==> config.mk <==
export PLATFORM = sky130hd
export DESIGN_NAME = pair_dist_engine
export DESIGN_NICKNAME = d
export VERILOG_FILES = /design/src/rtl/pair_dist_pkg.sv /design/src/rtl/pd_absdiff.sv /design/src/rtl/pair_dist_engine.sv
export SDC_FILE = /design/constraint.sdc
export NUM_CORES = 1
export LEC_CHECK = 0
export CORE_AREA = 2 2 238 240
export DETAILED_ROUTE_END_ITERATION = 8
export DIE_AREA = 0 0 240 242
export MAX_ROUTING_LAYER = met4
export PLACE_DENSITY = 0.77
export SLEW_MARGIN = 30
export SYNTH_ARGS = -nofsm -noshare
export SYNTH_HDL_FRONTEND = slang
export SYNTH_SLANG_ARGS = --single-unit
export TNS_END_PERCENT = 100
==> constraint.sdc <==
create_clock -name clk -period 5.8 [get_ports clk]
set_input_delay 1.16 -clock clk [delete_from_list [all_inputs] [get_ports clk]]
set_output_delay 1.16 -clock clk [all_outputs]
set_load 0.1 [all_outputs]
==> src/rtl/pair_dist_pkg.sv <==
// Shared types and default sizing for the pairwise-distance engine.
package pair_dist_pkg;

  typedef enum logic [1:0] {
    IDLE = 2'd0,
    LOAD = 2'd1,
    CMP  = 2'd2,
    DONE = 2'd3
  } state_t;

  localparam int DEF_W  = 16;
  localparam int DEF_N  = 32;
  localparam int DEF_AW = 8;
  localparam int IDX_W  = 8;

endpackage

==> src/rtl/pd_absdiff.sv <==
// Combinational signed absolute difference; result is the W-bit unsigned magnitude.
module pd_absdiff #(
  parameter int DATA_W = 16
) (
  input  logic signed [DATA_W-1:0] a,
  input  logic signed [DATA_W-1:0] b,
  output logic        [DATA_W-1:0] d
);

  // |x| of a (DATA_W+1)-bit difference always fits in DATA_W unsigned bits.
  function automatic logic [DATA_W-1:0] abs_mag(input logic signed [DATA_W:0] x);
    return DATA_W'(x[DATA_W] ? -x : x);
  endfunction

  logic signed [DATA_W:0] diff;

  assign diff = (DATA_W+1)'(a) - (DATA_W+1)'(b);
  assign d    = abs_mag(diff);

endmodule

==> src/rtl/pair_dist_engine.sv <==
// Loads N signed operands from a sync-read memory, then scans all i<j pairs for min/max |op[i]-op[j]|.
// Optional macro PAIR_DIST_LOC_EN adds the pair-index registers behind min_i/min_j/max_i/max_j.
module pair_dist_engine
  import pair_dist_pkg::*;
#(
  parameter int W    = DEF_W,
  parameter int N    = DEF_N,
  parameter int AW   = DEF_AW,
  parameter int BASE = 0
) (
  input  logic                 clk,
  input  logic                 rst_n,
  input  logic                 start,
  output logic                 done,
  output logic [AW-1:0]        rd_addr,
  input  logic signed [W-1:0]  rd_data,
  output logic [W-1:0]         min_dist,
  output logic [W-1:0]         max_dist,
  output logic [IDX_W-1:0]     min_i,
  output logic [IDX_W-1:0]     min_j,
  output logic [IDX_W-1:0]     max_i,
  output logic [IDX_W-1:0]     max_j
);

  localparam int               IW     = (N > 1) ? $clog2(N) : 1;
  localparam logic [AW-1:0]    BASE_A = AW'(BASE);
  localparam logic [8:0]       N9     = 9'(N);
  localparam logic [8:0]       NM1_9  = 9'(N - 1);
  localparam logic [IDX_W-1:0] LAST   = IDX_W'(N - 1);

  state_t                 state;
  logic [8:0]             cnt;
  logic [IDX_W-1:0]       ci;
  logic [IDX_W-1:0]       cj;
  logic                   iss;
  logic                   vld_p1;
  logic                   last_p1;
  logic [W-1:0]           dist_p1;
  logic signed [W-1:0]    op [0:(1<<IW)-1];
  logic [W-1:0]           dist_p0;
  logic                   acc;
  logic                   upd_min;
  logic                   upd_max;

  assign acc     = start && (state == IDLE || state == DONE);
  assign upd_min = vld_p1 && (dist_p1 < min_dist);
  assign upd_max = vld_p1 && (dist_p1 > max_dist);

  pd_absdiff #(.DATA_W(W)) u_absdiff (
    .a (op[IW'(ci)]),
    .b (op[IW'(cj)]),
    .d (dist_p0)
  );

  always_ff @(posedge clk or negedge rst_n) begin
    if (!rst_n) begin
      state    <= IDLE;
      done     <= 1'b0;
      rd_addr  <= BASE_A;
      min_dist <= '1;
      max_dist <= '0;
      cnt      <= '0;
      ci       <= '0;
      cj       <= '0;
      iss      <= 1'b0;
      vld_p1   <= 1'b0;
    end else begin
      case (state)
        IDLE, DONE: begin
          if (start) begin
            state    <= LOAD;
            done     <= 1'b0;
            cnt      <= '0;
            rd_addr  <= BASE_A;
            min_dist <= '1;
            max_dist <= '0;
          end
        end
        LOAD: begin
          // cnt tracks the address issued this cycle; data lands one cycle later.
          cnt <= cnt + 9'd1;
          if (cnt < NM1_9) rd_addr <= BASE_A + AW'(cnt + 9'd1);
          else             rd_addr <= BASE_A;
          if (cnt == N9) begin
            state <= CMP;
            ci    <= '0;
            cj    <= IDX_W'(1);
            iss   <= 1'b1;
          end
        end
        CMP: begin
          if (iss) begin
            if (cj == LAST) begin
              ci <= ci + IDX_W'(1);
              cj <= ci + IDX_W'(2);
            end else begin
              cj <= cj + IDX_W'(1);
            end
            if (ci == LAST - IDX_W'(1) && cj == LAST) iss <= 1'b0;
          end
          vld_p1 <= iss;
          if (upd_min) min_dist <= dist_p1;
          if (upd_max) max_dist <= dist_p1;
          if (vld_p1 && last_p1) begin
            state <= DONE;
            done  <= 1'b1;
          end
        end
        default: state <= IDLE;
      endcase
    end
  end

  // Stage p0 -> p1: operand capture and registered pair distance.
  always_ff @(posedge clk) begin
    if (state == LOAD && cnt != 9'd0) op[IW'(cnt - 9'd1)] <= rd_data;
    if (state == CMP && iss) begin
      dist_p1 <= dist_p0;
      last_p1 <= (ci == LAST - IDX_W'(1)) && (cj == LAST);
    end
  end

`ifdef PAIR_DIST_LOC_EN
  logic [IDX_W-1:0] i_p1;
  logic [IDX_W-1:0] j_p1;

  always_ff @(posedge clk) begin
    if (state == CMP && iss) begin
      i_p1 <= ci;
      j_p1 <= cj;
    end
  end

  // Stage p1 -> out: index tracking follows the same strict compares as the distances.
  always_ff @(posedge clk or negedge rst_n) begin
    if (!rst_n) begin
      min_i <= '0;
      min_j <= '0;
      max_i <= '0;
      max_j <= '0;
    end else if (acc) begin
      min_i <= '0;
      min_j <= '0;
      max_i <= '0;
      max_j <= '0;
    end else if (state == CMP) begin
      if (upd_min) begin
        min_i <= i_p1;
        min_j <= j_p1;
      end
      if (upd_max) begin
        max_i <= i_p1;
        max_j <= j_p1;
      end
    end
  end
`else
  assign min_i = '0;
  assign min_j = '0;
  assign max_i = '0;
  assign max_j = '0;
`endif

endmodule

==> results.toml, run 1 <==
[outcome]
status = "completed"

[final_layout]
nets = 1969
fillers = 4013
layout.cells.non_filler = 2699
syn2layout_area_growth_pct = 13.11
drive_gt1_share_pct = 27.99
multiInputGateArea_um2 = 11390
seq_area_um2 = 17680
stdcell_area_um2 = 33540
postLayoutCoreUtil_pct = 60.19

[floorplan]
die_y_um = 242
die_w_um = 240
io_pins = 92
design.core.area_um2 = 55730
dieArea_um2 = 58080
row_count = 87
start_util_pct = 53.21

[logic_synthesis]
async_flop_share_pct = 11.69
synth.cell_area_um2 = 29650
synth.most_common_cell = "edfxtp_1"
synthTopCellsByArea = "edfxtp_1 54%, mux4_2 20%, dfrtp_1 4.6%, mux2i_1 4.3%, ha_1 2.6%"
ys.flop_type = "edfxtp_1"
synth_edf_count = 529
avgSynthCellArea_um2 = 16.53
synthDominantCellAreaShare_pct = 53.57
synth_cells = 1794
seq_area_frac_synth_pct = 59.54
ys_ff_latch = 599
yosys.area.top_type = "edfxtp_1"
synthTopCellsByCount = "529 x edfxtp_1, 258 x mux4_2, 127 x mux2i_1, 89 x o21ai_0, 86 x nand2_1"
yosysWarnings = 0
ys_types = 66

[placement]
dp.final_hpwl_um = 47120
port_buffers = 59
globalplace.congestion = 0.9171
place_inst = 2581
dpl-instance-area_um2 = 31510

[detailed_routing]
antenna_left = 0
vias = 17740
dr.pass1.iters = 5
via_per_inst = 6.572
first_iter_violations = 2029
wl_um = 75970
detail_route.wl_per_cell_um = 28.15
drcViolationCount = 0

[sta]
rsz0062_at_grt = "false"
fin_crit_sh_pct = 89.27
fin_worst_skew_ps = 42.65
relSlewSlack_pct = 33.54
setup_tns_ps = 0
drv_slew = 0
finalHoldViolations = 0
worst_hold_slack_ps = 489.1
clock.fmax_mhz = 193.1
tightest_slew_ps = 993.8
fin_crit_ps = 5178
setup_viol = 0

[run]
maxCapViolCount = 0

[cts]
cts_resized = 0
clk-insertion-delay-late_ps = 650
clk_pin_slew_ps = 60
cts_tree = "yes"
cts.path.max_buffers = 3
cts_made_buffers = 61
htreeDepth = 2
cts-hold-fix-buffers = 0
clockRootBuffer = "clkbuf_16"
post_cts_buffers = 0
clock-sinks = 599

[worst_hold_path]
min_from = "rd_addr[0]"
hp-class = "flop to flop"
hold_depth = 2
hold_end = "rd_addr[0]"

[setup_path]
cp_max_fo = 23
worstSetupPathType = "flop to flop"
reg2reg_depth = 14
timing.rr.end = "dist_p1[15]"
reg2reg_from = "cj[0]"
r2r_slack_ps = 620
worstPathArrival_ps = 5550
cp-start-kind = "flop"
critical_path_required_ps = 6170
critPathCaptureType = "flop"

[global_routing]
grt_usage_pct = 27.16
antenna_found_initial = 3
grt_max_degree = 82
grt_overflow_total = 0
grt_pass1_wl_um = 113000
grt_pass1_vias = 18150

[power_and_ir_drop]
p_leak_nw = 11.03
peakVddDrop_mv = 0.3240
powerDensity_nw_per_um2 = 494.2
[registers in the layout, indices dropped and copies added (netlist names)]
register and cells:
op 512, dist_p1 16, max_dist 16, min_dist 16, cnt 9, ci 8, cj 8, rd_addr 8
state 2, done 1, iss 1, last_p1 1, vld_p1 1
[power breakdown]
part           internal (mW)  switching (mW)
logic                   2.91            4.09
clock network           2.40            1.68
registers               5.15           0.343
total                   10.5            6.12
[cells by family after synthesis]
kind of cell	after synthesis	synth area share (%)
DFF	599	59.54
xor gates and xnor gates	42	1.240
AOI/OAI and AO/OA	252	5.455
buffers and inverters	195	2.907
adders and majority gates	62	2.641
and+or+nand+nor	241	3.675
muxes	402	24.53
other	1	0.01265
[cells in the final DEF, fill, tap and decap left out, drive strengths merged, types with 7 or more instances in the layout]
cell | Yosys | routed
nand3 | 18 | 18
a21o | 15 | 15
mux2i | 127 | 127
xnor2 | 24 | 24
mux2 | 17 | 17
dfstp | 16 | 16
dfrtp | 54 | 54
edfxtp | 529 | 529
clkdlybuf4s50 | 0 | 42
clkbuf | 74 | 75
o22ai | 18 | 18
nand4 | 10 | 10
inv | 52 | 55
conb | 1 | 32
nor3 | 8 | 8
nor2b | 12 | 12
o31a | 13 | 13
clkinv | 0 | 27
nand2b | 7 | 7
nor2 | 75 | 75
a21oi | 43 | 43
o221ai | 16 | 16
and3 | 8 | 8
nand2 | 86 | 86
buf | 69 | 101
xor2 | 18 | 18
mux4 | 258 | 258
bufinv | 0 | 9
o21ai | 92 | 92
ha | 61 | 61
[critical path, cell delays in order, from the launching register on]
cell,delay (ps)
dfrtp_4,740
buf_12,290
mux4_2,530
mux4_2,500
mux2i_1,170
ha_1,340
a21o_1,260
a31oi_2,230
a21oi_2,130
or4_4,510
a211oi_2,270
o2111ai_2,210
o31a_1,340
a211o_1,250
xnor2_1,140
[per-layer routing]
layer / vias up / share of wire (%) / GRT usage [%]
met1: 9168 / 38 / 35.61
met3: 172 / 9.6 / 5.492
met2: 999 / 49 / 42.32
li1: 7399 / - / -
met5: - / 0 / -
met4: 0 / 3.5 / 10.16
[how the worst max path moves through the flow]
stage | start | endpoint | depth (start not counted)
finish | cj[0] | dist_p1[15] | 14
global placement | cj[0] | dist_p1[15] | 13
global route | cj[0] | dist_p1[4] | 14
CTS | cj[0] | dist_p1[4] | 14
floorplan | cj[0] | dist_p1[15] | 16
detailed placement | cj[0] | dist_p1[15] | 14
[stage by stage]
| stage | setup WS, ps | total power [mW] |
|---|---|---|
| floorplan | 552.7 | 10.72 |
| global placement | 769.6 | 12.34 |
| detailed placement | 679.5 | 12.53 |
| CTS | 607.3 | 16.61 |
| global route | 244.0 | 17.34 |
| finish | 622.1 | 16.58 |
[final cells by class]
cell class                 count  area share [%]
antenna                        3         0.02238
multi-input combinational   1031           33.97
inverter                      52          0.5819
sequential                   599           52.70
timing repair buffer         143           3.667
clock inverter                40           1.388
clock buffer                  75           4.857
tap                          756           2.820
No activity file was read; power rests on OpenSTA's default activity.
==> inputs of run 2 (changes only) <==
HOLD_SLACK_MARGIN = 0.08   (was not set)
==> results of run 2 <==
Final layout, timing and power as in run 1 (identical DEF).
